--- config.mk ---
export PLATFORM = sky130hd
export DESIGN_NAME = mem_arbiter
export DESIGN_NICKNAME = d
export VERILOG_FILES = /design/src/rtl/mem_arbiter.sv
export SDC_FILE = /design/constraint.sdc
export NUM_CORES = 1
export LEC_CHECK = 0
export CORE_ASPECT_RATIO = 0.6
export CORE_MARGIN = 3
export CORE_UTILIZATION = 46
export CTS_BUF_LIST = sky130_fd_sc_hd__clkbuf_4
export DETAILED_ROUTE_END_ITERATION = 16
export GPL_TIMING_DRIVEN = 0
export MAX_ROUTING_LAYER = met4
export PLACE_DENSITY_LB_ADDON = 0.2
export REMOVE_ABC_BUFFERS = 1
export SETUP_SLACK_MARGIN = 0.02
export SLEW_MARGIN = 20
export SYNTH_ARGS = -nofsm -noshare
export SYNTH_HDL_FRONTEND = slang
export SYNTH_SLANG_ARGS = --single-unit
--- constraint.sdc ---
create_clock -name CLK -period 4.07 [get_ports CLK]
set_input_delay 0.6105 -clock CLK [delete_from_list [all_inputs] [get_ports CLK]]
set_output_delay 0.6105 -clock CLK [all_outputs]
set_load 0.01 [all_outputs]
--- src/rtl/mem_arbiter.sv ---
// mem_arbiter: single-port RAM arbiter between instruction fetch and data memory.
// Data requests have priority. A starvation counter forces a fetch grant after
// STARVE_LIMIT consecutive data grants while a fetch is pending.
// Optional feature macro: ARB_TIMEOUT_EN adds a busy-state timeout and the
// timeout_err output.
module mem_arbiter #(
  parameter int unsigned WORD_W       = 32,
  parameter int unsigned STARVE_LIMIT = 4,
  parameter int unsigned TIMEOUT      = 64
) (
  input  logic              CLK,
  input  logic              nRST,
  input  logic              iREN,
  input  logic [WORD_W-1:0] iaddr,
  output logic              iwait,
  output logic [WORD_W-1:0] iload,
  input  logic              dREN,
  input  logic              dWEN,
  input  logic [WORD_W-1:0] daddr,
  input  logic [WORD_W-1:0] dstore,
  output logic              dwait,
  output logic [WORD_W-1:0] dload,
  output logic              ramREN,
  output logic              ramWEN,
  output logic [WORD_W-1:0] ramaddr,
  output logic [WORD_W-1:0] ramstore,
  input  logic [WORD_W-1:0] ramload,
  input  logic [1:0]        ramstate
`ifdef ARB_TIMEOUT_EN
  ,
  output logic              timeout_err
`endif
);

  typedef enum logic [2:0] {IDLE, IBUSY, DBUSY, IDONE, DDONE} state_t;
  typedef enum logic [1:0] {RAM_FREE, RAM_BUSY, RAM_ACCESS, RAM_ERROR} ramstate_t;

  localparam logic [3:0] STARVE_MAX = 4'(STARVE_LIMIT);

  state_t     state, state_next;
  ramstate_t  ram_st;
  logic [3:0] starve_cnt;
  logic       grant_d, grant_i, ram_done, busy_end, timeout_hit;

  assign ram_st   = ramstate_t'(ramstate);
  assign ram_done = (ram_st == RAM_ACCESS) || (ram_st == RAM_ERROR);

`ifdef ARB_TIMEOUT_EN
  localparam int unsigned CNT_W = $clog2(TIMEOUT) + 1;
  logic [CNT_W-1:0] busy_cnt;
  assign timeout_hit = (busy_cnt == CNT_W'(TIMEOUT - 1)) && !ram_done;

  // Busy-cycle counter: zero while idle so it starts fresh on every grant.
  always_ff @(posedge CLK or negedge nRST) begin
    if (!nRST) begin
      busy_cnt    <= '0;
      timeout_err <= 1'b0;
    end else begin
      timeout_err <= (state == IBUSY || state == DBUSY) && timeout_hit;
      if (state == IBUSY || state == DBUSY)
        busy_cnt <= busy_cnt + 1'b1;
      else
        busy_cnt <= '0;
    end
  end
`else
  assign timeout_hit = 1'b0;
`endif

  assign busy_end = ram_done || timeout_hit;

  // Arbitration decision, only acted upon in IDLE.
  always_comb begin
    grant_d = (dREN || dWEN) && !(iREN && (starve_cnt == STARVE_MAX));
    grant_i = !grant_d && iREN;
  end

  // State register.
  always_ff @(posedge CLK or negedge nRST) begin
    if (!nRST) state <= IDLE;
    else       state <= state_next;
  end

  // Next-state logic and wait strobes.
  always_comb begin
    state_next = state;
    iwait      = 1'b1;
    dwait      = 1'b1;
    case (state)
      IDLE: begin
        if (grant_d)      state_next = DBUSY;
        else if (grant_i) state_next = IBUSY;
      end
      IBUSY: if (busy_end) state_next = IDONE;
      DBUSY: if (busy_end) state_next = DDONE;
      IDONE: begin
        iwait      = 1'b0;
        state_next = IDLE;
      end
      DDONE: begin
        dwait      = 1'b0;
        state_next = IDLE;
      end
      default: state_next = IDLE;
    endcase
  end

  // RAM request registers, load capture and starvation counter.
  always_ff @(posedge CLK or negedge nRST) begin
    if (!nRST) begin
      ramREN     <= 1'b0;
      ramWEN     <= 1'b0;
      ramaddr    <= '0;
      ramstore   <= '0;
      iload      <= '0;
      dload      <= '0;
      starve_cnt <= '0;
    end else begin
      case (state)
        IDLE: begin
          if (grant_d) begin
            ramaddr  <= daddr;
            ramstore <= dstore;
            ramWEN   <= dWEN;
            ramREN   <= !dWEN;
            if (!iREN)
              starve_cnt <= '0;
            else if (starve_cnt != STARVE_MAX)
              starve_cnt <= starve_cnt + 4'd1;
          end else if (grant_i) begin
            ramaddr    <= iaddr;
            ramREN     <= 1'b1;
            ramWEN     <= 1'b0;
            starve_cnt <= '0;
          end else begin
            // No grant here implies iREN=0.
            starve_cnt <= '0;
          end
        end
        IBUSY: begin
          if (busy_end) begin
            ramREN <= 1'b0;
            ramWEN <= 1'b0;
            iload  <= timeout_hit ? '0 : ramload;
          end
        end
        DBUSY: begin
          if (busy_end) begin
            ramREN <= 1'b0;
            ramWEN <= 1'b0;
            dload  <= timeout_hit ? '0 : ramload;
          end
        end
        default: ;
      endcase
    end
  end

endmodule
After elaboration in Yosys (flattened, before gate mapping):

Cells that the tools add are included.

* register bits: 137
* bits in latches: 0
* RAM bits: 0
* ROM bits: 0
* input bits: 135
* output and inout port bits: 132
* logic and storage cells: 60
* memories kept: 0

* add/sub/neg operators: 1
* $mul: 0
* div/mod/pow operators: 0
* magnitude comparators: 0
* equality and inequality tests: 13
* shift operators: 0
* muxes and demuxes: 19
* bitwise operators: 0
* reductions and logical operators: 19

Operator list (count)
* two-way mux 32 bit: 2
* two-way mux 3 bit: 4
* two-way mux 4 bit: 3
* AND reduction 2 bit: 5
* one-hot mux 3 bit (3 select lines): 1
* two-way mux 1 bit: 7
* equality test 3 x 2 -> 1 bit, second input constant: 2
* AND reduction 3 bit: 2
* adder 4 x 1 -> 4 bit, second input constant: 1
* equality test 2 bit, second input constant: 2
* equality test 4 x 3 -> 1 bit, second input constant: 1
* != test 2 bit, second input constant: 2
* != test 4 x 3 -> 1 bit, second input constant: 1
* one-hot mux 1 bit (2 select lines): 2
* nonzero test 2 bit: 2
* equality test 3 x 1 -> 1 bit, second input constant: 1
* equality test 3 bit, second input constant: 1
* logical AND 1 bit: 3
* zero test 1 bit: 3
* zero test 3 bit: 1
* != test 3 x 2 -> 1 bit, second input constant: 1
* != test 3 bit, second input constant: 1
* logical OR 1 bit: 2
* != test 2 x 1 -> 1 bit, second input constant: 1
* OR reduction 2 bit: 1

Depth between registers and ports, before layout:

* depth in word-level cells: 9
* mapped depth: 7
* mapped depth without buffers: 5

Worst setup path after synthesis:

OpenSTA, ideal clock, no wires.

* kind: in2reg
* start: input dREN
* end: register ramstore[10]
* library setup time: 0.127 ns
* arrival time: 1.623 ns
* required time: 3.943 ns
* slack: 2.319 ns
* stages: 5
* cell sequence: or2_2 > buf_2 > nand3_2 > buf_6 > mux2_1

* cells in the longest elaborated chain, start to end: 3

Ends and longest elaborated chain
* start, declared: line 17 `input logic dREN,`
* logical OR 1 bit: line 74 `grant_d = (dREN || dWEN) && !(iREN && (starve_cnt == STARVE_MAX));`
* logical AND 1 bit: line 74
* AND reduction 2 bit (no line)
* end signal, assigned: line 123 `ramstore <= dstore;`
* end, declared: line 26 `output logic [WORD_W-1:0] ramstore,`

Every way passes these cells.
A chain may end at the register's enable or synchronous reset.

Worst setup path after layout:

* start: input dWEN
* end: register ramstore[13]

* cells in the longest elaborated chain, start to end: 3

Ends and longest elaborated chain
* start, declared: line 18 `input logic dWEN,`
* logical OR 1 bit: line 74
* logical AND 1 bit: line 74
* AND reduction 2 bit (no line)

Every way passes these cells.

==> results.py <==
metrics = {
    "setup_path": {
        "critPathCaptureType": "flop",
        "r2r_start": "starve_cnt[0]",
        "critPathLaunchType": "primary input",
        "arrival_ns": 3.34,
        "required_ns": 4.46,
        "critPathKind": "in -> reg",
        "critical_path.max_fanout": 36,
        "r2r_cells": 7,
        "r2r-end": "ramstore[13]",
        "rrSetupSlack_ns": 1.12,
    },
    "outcome": {
        "outcome": "completed",
    },
    "cells_and_area": {
        "fin_cells": 869,
        "nFillCells": 789,
        "syn2layout_area_growth_pct": 55.52,
        "diodes": 0,
        "final_nets": 834,
        "utilization_pct": 75.90,
        "drive_gt1_share_pct": 16.22,
    },
    "drt": {
        "drc_errors": 0,
        "highest_layer": "met4",
        "met3WireLength_um": 1287,
        "ant_nets": 0,
        "vias": 4718,
        "dr_wl_met2_um": 9025,
        "first_pass_iters": 5,
        "routedLengthMet1_um": 6830,
        "routedWlPerCell_um": 20.12,
        "drtIter0Drc": 256,
        "routed_wl_um": 17480,
        "via_per_inst": 5.429,
    },
    "die": {
        "row_count": 30,
        "die_area_mm2": 0.01380,
        "core_mm2": 0.01167,
        "die_h_um": 92.20,
        "io_pins": 267,
        "die_w_um": 149.7,
        "start_util_pct": 48.80,
    },
    "synth": {
        "synth_area_mm2": 0.005697,
        "synth_seq_cells": 137,
        "synth.most_common_cell": "dfrtp_1",
        "async_reset_ff_share_pct": 100.0,
        "synth-seq-area-share_pct": 60.18,
        "synth_ff_type": "dfrtp_1",
        "post-synth-top-area-fraction_pct": 60.18,
        "synth.largest_area_cell": "dfrtp_1",
        "synth_edf_count": 0,
        "syn-mean-instance-area_um2": 12.86,
        "synthCells": 443,
        "synth_cell_type_count": 35,
        "synth_commonest_cells": "dfrtp_1, mux2_2, a21oi_1, nand3_1, o21ai_0",
        "yosysWarnings": 0,
        "synth_area_leaders": "dfrtp_1, mux2_2, mux2_1",
    },
    "cts": {
        "root_buffer": "clkbuf_4",
        "path_clk_slew_ns": 0.12,
        "postCtsSetupRepairBufs": 0,
        "holdBufCountCts": 0,
        "cts_sinks": 137,
        "cts_tree": "built",
        "clockBufferDepth": 2,
        "clk_latency_ns": 0.52,
        "cts-htree-levels": 4,
        "cts_buffers": 17,
        "cts_resized": 0,
    },
    "sta": {
        "tightestPinTransition_ns": 1.106,
        "skew_ns": 0.01941,
        "max_freq_mhz": 339.1,
        "worst_slack_ns": 1.121,
        "finalHoldViolations": 0,
        "max_slew_margin_pct": 26.19,
        "tns_ns": 0,
        "min_period_over_period_pct": 72.45,
        "finalSetupViolations": 0,
        "rsz0062_at_grt": "false",
        "drv_slew": 0,
        "finalCriticalPeriod_ns": 2.949,
    },
    "run": {
        "drv_cap": 0,
    },
    "global_route": {
        "antenna_found_initial": 0,
        "grt_max_degree": 71,
        "grt_usage_pct": 26.53,
        "grt_pass1_wl_um": 27490,
        "overflow": 0,
        "grt_pass1_vias": 5039,
    },
    "power": {
        "power_mw": 6.874,
        "powerDensity_mw_per_mm2": 775.8,
        "vdd.ir_drop.worst_uv": 413.5,
        "leakagePower_nw": 3.628,
    },
    "placement": {
        "routabilityCongestion": 0.8093,
        "portBuffers": 265,
        "pre_cts_slack_ns": 0.6075,
        "dp_hpwl_um": 12760,
        "dp.cells": 838,
    },
    "worst_hold_path": {
        "min_path_type": "in -> async",
    },
}
==> routing by layer <==
layer  GRT usage, %  vias to the layer above
met5              -                        -
met3          7.704                       28
met1          31.80                     2375
met2          43.72                      186
li1               -                     2129
met4          8.295                        0
==> flip-flops by register name (all words and copies together), names as in the netlist <==
register	cells
iload	32
ramaddr	32
ramstore	32
starve_cnt	4
ramREN	1
dload	32
ramWEN	1
state	3
==> how the worst max path moves through the flow <==
| stage | from | depth (start not counted) | end |
|---|---|---|---|
| 6_report | dWEN | 4 | ramstore[13] |
| 3_3_place_gp | ramstate[1] | 3 | dload[13] |
| 4_1_cts | starve_cnt[0] | 7 | ramstore[13] |
| 2_1_floorplan | ramstate[1] | 3 | ramWEN |
| 3_5_place_dp | dWEN | 4 | ramstore[13] |
| 5_1_grt | starve_cnt[0] | 7 | ramstore[13] |
==> cells by family (layout without fill, tap and decap cells) <==
kind of cell,Yosys count,count (layout),share of synthesized area [%]
adders and majority gates,2,2,0.4392
DFF,137,137,60.18
muxes,98,98,19.33
buffers and inverters,44,310,4.085
and+or+nand+nor,54,54,5.469
AOI/OAI and AO/OA,108,108,10.50
==> power by group <==
part	leakage, nW	switching [mW]	total [mW]	internal, mW
registers	1.62	0.400	2.44	2.04
clock network	0.197	0.518	1.13	0.615
logic	1.81	1.38	3.30	1.92
==> final cells by class <==
cell class / instances / area (um2) / share of cell area [%]
Sequential cell: 137 / 3428 / 38.70
Timing Repair Buffer: 274 / 2783 / 31.41
Multi-Input combinational cell: 262 / 2056 / 23.20
Clock inverter: 14 / 246.5 / 2.782
Tap cell: 160 / 200.2 / 2.260
Clock buffer: 17 / 127.6 / 1.440
Inverter: 5 / 18.77 / 0.2118
==> cells in the final DEF (no fill, tap or decap), types with 3 or more instances in the layout <==
master,netlist,layout
dfrtp_1,137,137
a31oi_1,32,32
nand2_1,4,4
buf_6,6,6
o21ai_0,33,33
mux2_1,30,30
clkinv_4,0,5
o22ai_1,3,3
buf_8,0,3
clkbuf_4,0,17
mux2_2,66,66
a21oi_1,35,35
bufinv_16,0,6
nand3_1,34,34
inv_1,5,5
clkdlybuf4s50_1,0,264
==> worst max-delay path: stages <==
cell             delay, ns
clkdlybuf4s50_1       0.55
or2_2                 0.65
nand3_2               0.87
mux2_1                0.61
==> per-stage QoR <==
stage | instance area, um2 | hold slack [ns]
floorplan | 5483 | 0.3149
global placement | 8335 | 0.4723
detailed placement | 8484 | 0.4808
CTS | 8859 | 0.001407
global route | 8860 | 0.02168
finish | 8860 | 0.02568
(Power assumes the default switching activity.)
